[config.mk]
export PLATFORM = sky130hd
export DESIGN_NAME = fetch_stage_flat
export DESIGN_NICKNAME = d
export VERILOG_FILES = /design/src/rtl/cpu_pkg.sv /design/src/rtl/fetch_stage_if.sv /design/src/rtl/fetch_queue.sv /design/src/rtl/fetch_stage.sv /design/src/flat_wrapper.sv
export SDC_FILE = /design/constraint.sdc
export NUM_CORES = 1
export LEC_CHECK = 0
export ABC_AREA = 1
export CORE_ASPECT_RATIO = 0.9
export CORE_MARGIN = 2
export CORE_UTILIZATION = 55
export CTS_CLUSTER_DIAMETER = 120
export DETAILED_ROUTE_END_ITERATION = 6
export HOLD_SLACK_MARGIN = 0.08
export PLACE_DENSITY_LB_ADDON = 0.25
export RECOVER_POWER = 25
export SLEW_MARGIN = 20
export SYNTH_ARGS = -nofsm -noshare
export SYNTH_HDL_FRONTEND = slang
export SYNTH_SLANG_ARGS = --single-unit
export TNS_END_PERCENT = 50
[constraint.sdc]
create_clock -name clk -period 4.35 [get_ports clk]
set_clock_uncertainty 0.2 [all_clocks]
set_input_delay 0.87 -clock clk [delete_from_list [all_inputs] [get_ports clk]]
set_output_delay 0.87 -clock clk [all_outputs]
set_load 0.005 [all_outputs]
[src/rtl/cpu_pkg.sv]
// Types and constants shared across the CPU front end.
// The fetch stage and its queue import this package.
package cpu_pkg;

  localparam int INST_BYTES = 4;

  typedef enum logic {
    RUN  = 1'b0,
    HALT = 1'b1
  } fetch_state_t;

  typedef struct packed {
    logic [31:0] pc;
    logic [31:0] inst;
    logic        fault;
  } fetch_entry_t;

endpackage

[src/rtl/fetch_stage_if.sv]
// Fetch stage bus bundle: code memory port, redirect input and decode handshake.
// The master modport is the fetch side; the slave modport is the memory/decode side.
interface fetch_stage_if;

  logic [31:0] imem_addr;
  logic [31:0] imem_inst;
  logic        redirect_valid;
  logic [31:0] redirect_pc;
  logic        out_valid;
  logic        out_ready;
  logic [31:0] out_inst;
  logic [31:0] out_pc;
  logic        out_fault;

  modport master (
    output imem_addr,
    input  imem_inst,
    input  redirect_valid,
    input  redirect_pc,
    output out_valid,
    input  out_ready,
    output out_inst,
    output out_pc,
    output out_fault
  );

  modport slave (
    input  imem_addr,
    output imem_inst,
    output redirect_valid,
    output redirect_pc,
    input  out_valid,
    output out_ready,
    input  out_inst,
    input  out_pc,
    input  out_fault
  );

endinterface

[src/rtl/fetch_queue.sv]
// Two-entry shift FIFO of fetch entries; slot0 is always the head.
// Flush beats push and pop; simultaneous push/pop while full keeps the count at 2.
module fetch_queue
  import cpu_pkg::*;
(
  input  logic         clk,
  input  logic         rst_n,
  input  logic         push,
  input  logic         pop,
  input  logic         flush,
  input  fetch_entry_t din,
  output fetch_entry_t head,
  output logic [1:0]   count
);

  fetch_entry_t slot0;
  fetch_entry_t slot1;
  logic         pop_ok;
  logic         push_ok;

  assign pop_ok  = pop && (count != 2'd0);
  assign push_ok = push && ((count != 2'd2) || pop_ok);
  assign head    = slot0;

  // NOTE: the storage slots are reset because the head drives module outputs that must read zero out of reset.
  always_ff @(posedge clk or negedge rst_n) begin
    if (!rst_n) begin
      slot0 <= '0;
      slot1 <= '0;
      count <= 2'd0;
    end else if (flush) begin
      count <= 2'd0;
    end else begin
      // NOTE: non-blocking assignments so every slot update sees pre-edge values.
      unique case ({push_ok, pop_ok})
        2'b10: begin
          if (count == 2'd0) slot0 <= din;
          else               slot1 <= din;
          count <= count + 2'd1;
        end
        2'b01: begin
          slot0 <= slot1;
          count <= count - 2'd1;
        end
        2'b11: begin
          if (count == 2'd1) begin
            slot0 <= din;
          end else begin
            slot0 <= slot1;
            slot1 <= din;
          end
        end
        default: ;
      endcase
    end
  end

endmodule

[src/rtl/fetch_stage.sv]
// Instruction fetch stage: PC register, RUN/HALT control and fetch fault check.
// Fetched words are queued in fetch_queue and handed to decode from its head register.
module fetch_stage
  import cpu_pkg::*;
#(
  parameter int unsigned CODE_SIZE = 1024,
  parameter logic [31:0] RESET_PC  = 32'h0
) (
  input logic           clk,
  input logic           rst_n,
  fetch_stage_if.master bus
);

  fetch_state_t state;
  fetch_state_t next_state;
  logic [31:0]  pc;
  logic [31:0]  next_pc;
  logic [32:0]  last_byte;
  logic         fault_now;
  logic         push;
  logic         pop;
  logic [1:0]   count;
  fetch_entry_t entry;
  fetch_entry_t head;

  // 33-bit sum so a PC near the top of the address space cannot wrap back in range.
  assign last_byte = {1'b0, pc} + 33'd3;
  assign fault_now = (pc[1:0] != 2'b00) || (last_byte >= 33'(CODE_SIZE));

  assign pop = (count != 2'd0) && bus.out_ready;

  assign entry.pc    = pc;
  assign entry.inst  = fault_now ? 32'h0 : bus.imem_inst;
  assign entry.fault = fault_now;

  always_ff @(posedge clk or negedge rst_n) begin
    if (!rst_n) begin
      state <= RUN;
      pc    <= RESET_PC;
    end else begin
      state <= next_state;
      pc    <= next_pc;
    end
  end

  // NOTE: every output gets a default first so no path leaves it unassigned and infers a latch.
  always_comb begin
    next_state = state;
    next_pc    = pc;
    push       = 1'b0;
    if (bus.redirect_valid) begin
      next_state = RUN;
      next_pc    = bus.redirect_pc;
    end else if ((state == RUN) && ((count != 2'd2) || pop)) begin
      push = 1'b1;
      if (fault_now) next_state = HALT;
      else           next_pc    = pc + 32'(INST_BYTES);
    end
  end

  fetch_queue u_queue (
    .clk   (clk),
    .rst_n (rst_n),
    .push  (push),
    .pop   (pop),
    .flush (bus.redirect_valid),
    .din   (entry),
    .head  (head),
    .count (count)
  );

  assign bus.imem_addr = pc;
  assign bus.out_valid = (count != 2'd0);
  assign bus.out_inst  = head.inst;
  assign bus.out_pc    = head.pc;
  assign bus.out_fault = head.fault;

endmodule

[src/flat_wrapper.sv]
// flat-port wrapper written by rule: the top's interface ports become plain ports
module fetch_stage_flat import cpu_pkg::*;
#(
  parameter int unsigned CODE_SIZE = 1024,
  parameter logic [31:0] RESET_PC  = 32'h0
)
  (clk, rst_n, bus_imem_addr, bus_imem_inst, bus_redirect_valid, bus_redirect_pc, bus_out_valid, bus_out_ready, bus_out_inst, bus_out_pc, bus_out_fault);
  fetch_stage_if bus_i ();
  input logic clk;
  input logic rst_n;
  output wire logic [$bits(bus_i.imem_addr)-1:0] bus_imem_addr;
  input wire logic [$bits(bus_i.imem_inst)-1:0] bus_imem_inst;
  input wire logic [$bits(bus_i.redirect_valid)-1:0] bus_redirect_valid;
  input wire logic [$bits(bus_i.redirect_pc)-1:0] bus_redirect_pc;
  output wire logic [$bits(bus_i.out_valid)-1:0] bus_out_valid;
  input wire logic [$bits(bus_i.out_ready)-1:0] bus_out_ready;
  output wire logic [$bits(bus_i.out_inst)-1:0] bus_out_inst;
  output wire logic [$bits(bus_i.out_pc)-1:0] bus_out_pc;
  output wire logic [$bits(bus_i.out_fault)-1:0] bus_out_fault;
  assign bus_imem_addr = bus_i.imem_addr;
  assign bus_i.imem_inst = bus_imem_inst;
  assign bus_i.redirect_valid = bus_redirect_valid;
  assign bus_i.redirect_pc = bus_redirect_pc;
  assign bus_out_valid = bus_i.out_valid;
  assign bus_i.out_ready = bus_out_ready;
  assign bus_out_inst = bus_i.out_inst;
  assign bus_out_pc = bus_i.out_pc;
  assign bus_out_fault = bus_i.out_fault;
  fetch_stage #(.CODE_SIZE(CODE_SIZE), .RESET_PC(RESET_PC)) u_core (.clk(clk), .rst_n(rst_n), .bus(bus_i));
endmodule
---- Yosys cells after proc, flatten, opt, wreduce, memory -nomap -nowiden ----
Cells that the tools add are included.
storage, ports and cells
  output and inout port bits .............. 98
  register bits after elaboration ......... 165
  word-level logic and storage cells ...... 61
cells by class
  bitwise logic cells ..................... 2
  reduce and logical (&&, ||, !) cells .... 19
  $add $sub $neg .......................... 4
  order comparisons ....................... 1
  eq/ne operators ......................... 9
  muxes and demuxes ....................... 17
operators by type and width
  operator                 count
  $mux W65                 4
  $pmux W65 S3             1
  $pmux W65 S2             1
  $mux W32                 4
  $add A32 B2 Y33 const B  1
  $ge A33 B11 Y1 const B   1
  $add A32 B3 Y32 const B  1
  $ne A2 B2 Y1 const B     5
  $reduce_bool A2 Y1       5
  $reduce_bool A3 Y1       2
  $mux W1                  5
  $eq A2 B1 Y1 const B     2
  $eq A2 B2 Y1 const B     2
  $logic_and A1 B1 Y1      4
  $pmux W2 S2              1
  $reduce_and A2 Y1        2
  $reduce_and A4 Y1        1
  $logic_or A1 B1 Y1       3
  $reduce_and A3 Y1        1
  $add A2 B1 Y2 const B    1
  $logic_not A2 Y1         1
  $mux W2                  1
  $not A1 Y1               2
  $sub A2 B1 Y2 const B    1

---- Longest topological paths before layout ----
  depth after elaboration ................. 10
  mapped depth ............................ 17
  gate-level depth less buffers ........... 16

---- Hierarchy ----
Synthesis repeated with hierarchy kept, for this count alone.
second synthesis, totals
  cell total of the unflattened synthesis .. 1,329
  area, all modules ....................... 9,176.3 um^2
by module, submodules not included
  module       times used  cells an instance  seq. area each (um^2)  area an instance (um^2)
  fetch_queue  1           800                3,303.2                6,153.4
  fetch_stage  1           529                825.8                  3,022.9

---- Least setup slack after synthesis ----
Ideal clock, no wire load.
  path type ............................... input to register
  start ................................... input port bus_redirect_valid
  end ..................................... register u_core.u_queue.slot0, in the netlist u_core.u_queue.head[41]
  arrival ................................. 2.352 ns
  required time ........................... 4.026 ns
  library setup time ...................... 0.124 ns
  setup slack ............................. 1.674 ns
  path buffers ............................ 3
  stages .................................. 10
  cell sequence ........................... clkbuf_1 -> clkinv_1 -> nand2_1 -> nor2_1 -> nor2_1 -> inv_2 -> clkbuf_1 -> buf_2 -> nor2_1 -> a21oi_1
on the way
  longest elaborated chain between the ends .. 5
ends and longest elaborated chain
  element                                                              line                RTL
  from (decl)                                                          flat_wrapper.sv:13  input wire logic [$bits(bus_i.redirect_valid)-1:0] bus_redirect_valid;
  $mux W1                                                              fetch_stage.sv:51   if (bus.redirect_valid) begin
  $logic_and A1 B1 Y1                                                  fetch_queue.sv:22   assign push_ok = push && ((count != 2'd2) || pop_ok);
  $eq A2 B2 Y1 / $eq A2 B1 Y1 (equally long branches)                  fetch_queue.sv:35   unique case ({push_ok, pop_ok})
  $ne A2 B2 Y1 (no line) / $reduce_bool A3 Y1 (equally long branches)  -
  $reduce_and A3 Y1 (no line)                                          -
  to (signal assigned)                                                 fetch_queue.sv:37   if (count == 2'd0) slot0 <= din;
  to (signal assigned)                                                 fetch_queue.sv:42   slot0 <= slot1;
  to (signal assigned)                                                 fetch_queue.sv:47   slot0 <= din;
  to (decl)                                                            fetch_queue.sv:16   fetch_entry_t slot0;
Several ways; a longest one is shown, not always the timed one.
A chain may end at the register's enable or synchronous reset.

---- Final worst setup path ----
  start ................................... register u_core.pc[3], in the netlist u_core.bus.imem_addr[3]
  end ..................................... register u_core.pc[16], in the netlist u_core.bus.imem_addr[16]
on the way
  longest elaborated chain between the ends .. 5
ends and longest elaborated chain
  element                      line               RTL
  from (decl)                  fetch_stage.sv:16  logic [31:0] pc;
  from (signal assigned)       fetch_stage.sv:42  pc <= next_pc;
  $add A32 B2 Y33              fetch_stage.sv:27  assign last_byte = {1'b0, pc} + 33'd3;
  $ge A33 B11 Y1               fetch_stage.sv:28  assign fault_now = (pc[1:0] != 2'b00) || (last_byte >= 33'(CODE_SIZE));
  $logic_or A1 B1 Y1           fetch_stage.sv:28
  $ne A2 B2 Y1 (no line)       -
  $reduce_and A2 Y1 (no line)  -
Several ways; a longest one is shown, not always the timed one. The select of a mux whose other input is x is not followed.

==> flow_summary.ini <==
[clocking]
cts.clk_slew.worst_paths_ns = 0.06
cts_tree = done
cts_made_buffers = 17
clockBufferDepth = 2
holdBufCountCts = 0
cts_root_buf = clkbuf_16
postCtsSetupBuffers = 0
htree_levels = 4
cts_resized = 0
numClockSinks = 165
insertion_delay_ns = 0.44

[power_and_ir_drop]
pwr_density_cell_nw_per_um2 = 570.5
ir_drop_uv = 397.5
p_leak_nw = 4.825

[timing]
finalSetupViolCount = 0
fin_crit_sh_pct = 79.78
worst_pin_slew_ns = 2.182
fin_hold_ws_ns = 0.2843
hold_violations = 0
max-slew-margin-rel_pct = -45.48
finalSetupTns_ns = 0
fin_ws_ns = 0.8794
grt_setup_unrepaired = no
drv_slew = 89
fmax_mhz = 288.1
min_period_ns = 3.471

[synth]
synth_edf_count = 0
synth.top_cell.area_share_pct = 48.36
yosys.area.top_type = dfrtp_1
yosys-top-cells-count = nand2_1, dfrtp_1, nor2_1
synth-xor-area-share_pct = 0.9232
syn_inst = 1114
synth.area.top_cells = dfrtp_1, nand2_1, o21ai_0
ys_warn_count = 0
synth-simple-area-share_pct = 24.99
synth_top_family_by_area = simple AND/OR/NAND/NOR gates
synthAdderAreaFrac_pct = 0.5862
synthArstFlopShare_pct = 100.0
synth.area.mux_share_pct = 0
synth_cell_types = 26
syn_avg_cell_area_sq_um = 7.664
synth_seq_cells = 165
syn-cell-area_sq_um = 8538
yosysSeqAreaShare_pct = 48.36
synth_most_common_cell = nand2_1
synth_compound_area_share_pct = 13.51
syn_nets = 1186
ys.flop_type = dfrtp_1

[worst_setup_path]
cpLargestDelayFamily = simple AND/OR/NAND/NOR gates
path_cells = ha_1 > nand2_1 > nor2_2 > nand2_1 > nor2_2 > xor2_1 > nand2_1 > nor2_1 > nand2_1 > nor2_4 > nand3_4 > nand2_4 > o21ai_0
reg2reg_slack_ns = 0.88
crit_start = u_core.bus.imem_addr[3]
critPathMaxFanout = 28
path_buf_inv = 0
worst_path_max_delay_cell = dfrtp_1
crit_top_cell = nand2_1
endpoint_kind = flip-flop
cp_data_arrival_time_ns = 3.56
cpPeakStageDelay_ns = 0.51
start_kind = flip-flop
required_ns = 4.44
reg2reg_from = u_core.bus.imem_addr[3]
crit_type = flip-flop to flip-flop

[floorplan]
initial_core_util_pct = 55.88
dieWidth_um = 135.3
die_y_um = 122.2
die-area_sq_um = 16540
row_count = 43
io_pins = 166
core-area_sq_um = 15280

[drt]
drtIter0Drc = 605
wl_per_cell_um = 15.89
routed_wirelength_um = 22820
postRouteAntennaNets = 0
vias = 7817
vias_per_cell = 5.444
drcViolationCount = 0
drt_pass1_iterations = 5

[layout]
stdcell_count = 1436
diodes = 0
multi_input_area_sq_um = 3423
num-nets-final = 1294
seq_area_sq_um = 4129
fill_cells = 1247
final_layout_size_suffix_gt1_share_pct = 5.429
area_growth_syn_to_layout_pct = 25.82

[hold_path]
holdCritStartpoint = u_core.u_queue.slot1[36]
hp-class = flip-flop to flip-flop

[place]
hpwlAfterDp_um = 15060
port_buffers = 165
dp.cells = 1405
place_worst_setup_slack_ns = 0.8686
gp_congestion = 0.9179

[flow_run]
maxCapViolCount = 1

[outcome]
violations = max-capacitance violations, max-slew violations
status = complete, but fails checks

[grt]
grt_pass1_vias = 7209
grt_max_degree = 100
antenna_found_initial = 0
grtUsageTotal_pct = 28.78
grt.overflow.total = 0
grt_pass1_wl_um = 37220
==> layout by cell type (no fill, tap or decap), drive strengths merged <==
master	count
nor3	1
buf	18
inv	120
clkinvlp	1
clkbuf	18
bufinv	7
clkinv	6
nand3b	1
nand2	249
dfrtp	165
and3	1
nand3	35
clkdlybuf4s50	164
o31ai	1
ha	4
xor2	9
nand4	66
nor2	139
a21oi	103
o21ai	126
==> worst min-delay path: stages, from the launching register on <==
cell,delay (ns)
dfrtp_1,0.34
nand2_1,0.05
nand2_1,0.06
==> registers in the layout, indices dropped and copies added (netlist names) <==
name,flops
u_core.bus.imem_addr,32
u_core.u_queue.count,2
u_core.u_queue.slot1,65
u_core.u_queue.head,65
u_core.state,1
==> final timing paths <==
| check | endpoint | cells past startpoint |
|---|---|---|
| max | u_core.bus.imem_addr[16] | 13 |
| min | u_core.u_queue.slot1[36] | 2 |
| max reg2reg | u_core.bus.imem_addr[16] | 13 |
| min reg2reg | u_core.u_queue.slot1[36] | 2 |
| max in group asynchronous | u_core.u_queue.head[11] | 2 |
| min in group asynchronous | u_core.u_queue.slot1[29] | 1 |
==> stage by stage <==
step | cell area (sq um) | utilization [%] | power, W
floorplan | 8538 | - | 0.003312
global placement | 10070 | 65.89 | 0.004320
detailed placement | 10070 | 65.89 | 0.004380
CTS | 10750 | 70.35 | 0.006157
global route | 10740 | 70.31 | 0.006489
finish | 10740 | 70.31 | 0.006129
==> power by group <==
part,switching [W],internal [W],leakage (nW),total (W)
combinational,0.000987,0.00101,2.44,0.00200
sequential,0.000333,0.00204,2.05,0.00237
clock,0.000630,0.00113,0.333,0.00176
total,0.00195,0.00418,4.82,0.00613
==> routing by layer <==
layer	vias up	global-route usage, %	share of wire [%]	routed length (um)
met5	-	0	0	0
met3	27	3.787	6.3	1430
met4	0	8.594	1.4	323
met1	3712	43.21	46	10510
met2	288	43.94	46	10550
li1	3790	-	-	-
==> logic make-up after synthesis <==
| kind of cell | count (synthesis) |
|---|---|
| xor+xnor | 9 |
| compound gates | 230 |
| flops | 165 |
| buf+inv | 214 |
| fa+ha+maj | 4 |
| simple gates | 492 |
==> cell type report <==
class / instances / share of cell area (%)
sequential: 165 / 38.43
multi-input combinational: 735 / 31.87
timing repair buffer: 183 / 16.82
inverter: 120 / 4.193
clock buffer: 17 / 3.960
clock inverter: 14 / 2.376
tap: 202 / 2.353
(Power assumes the default switching activity.)
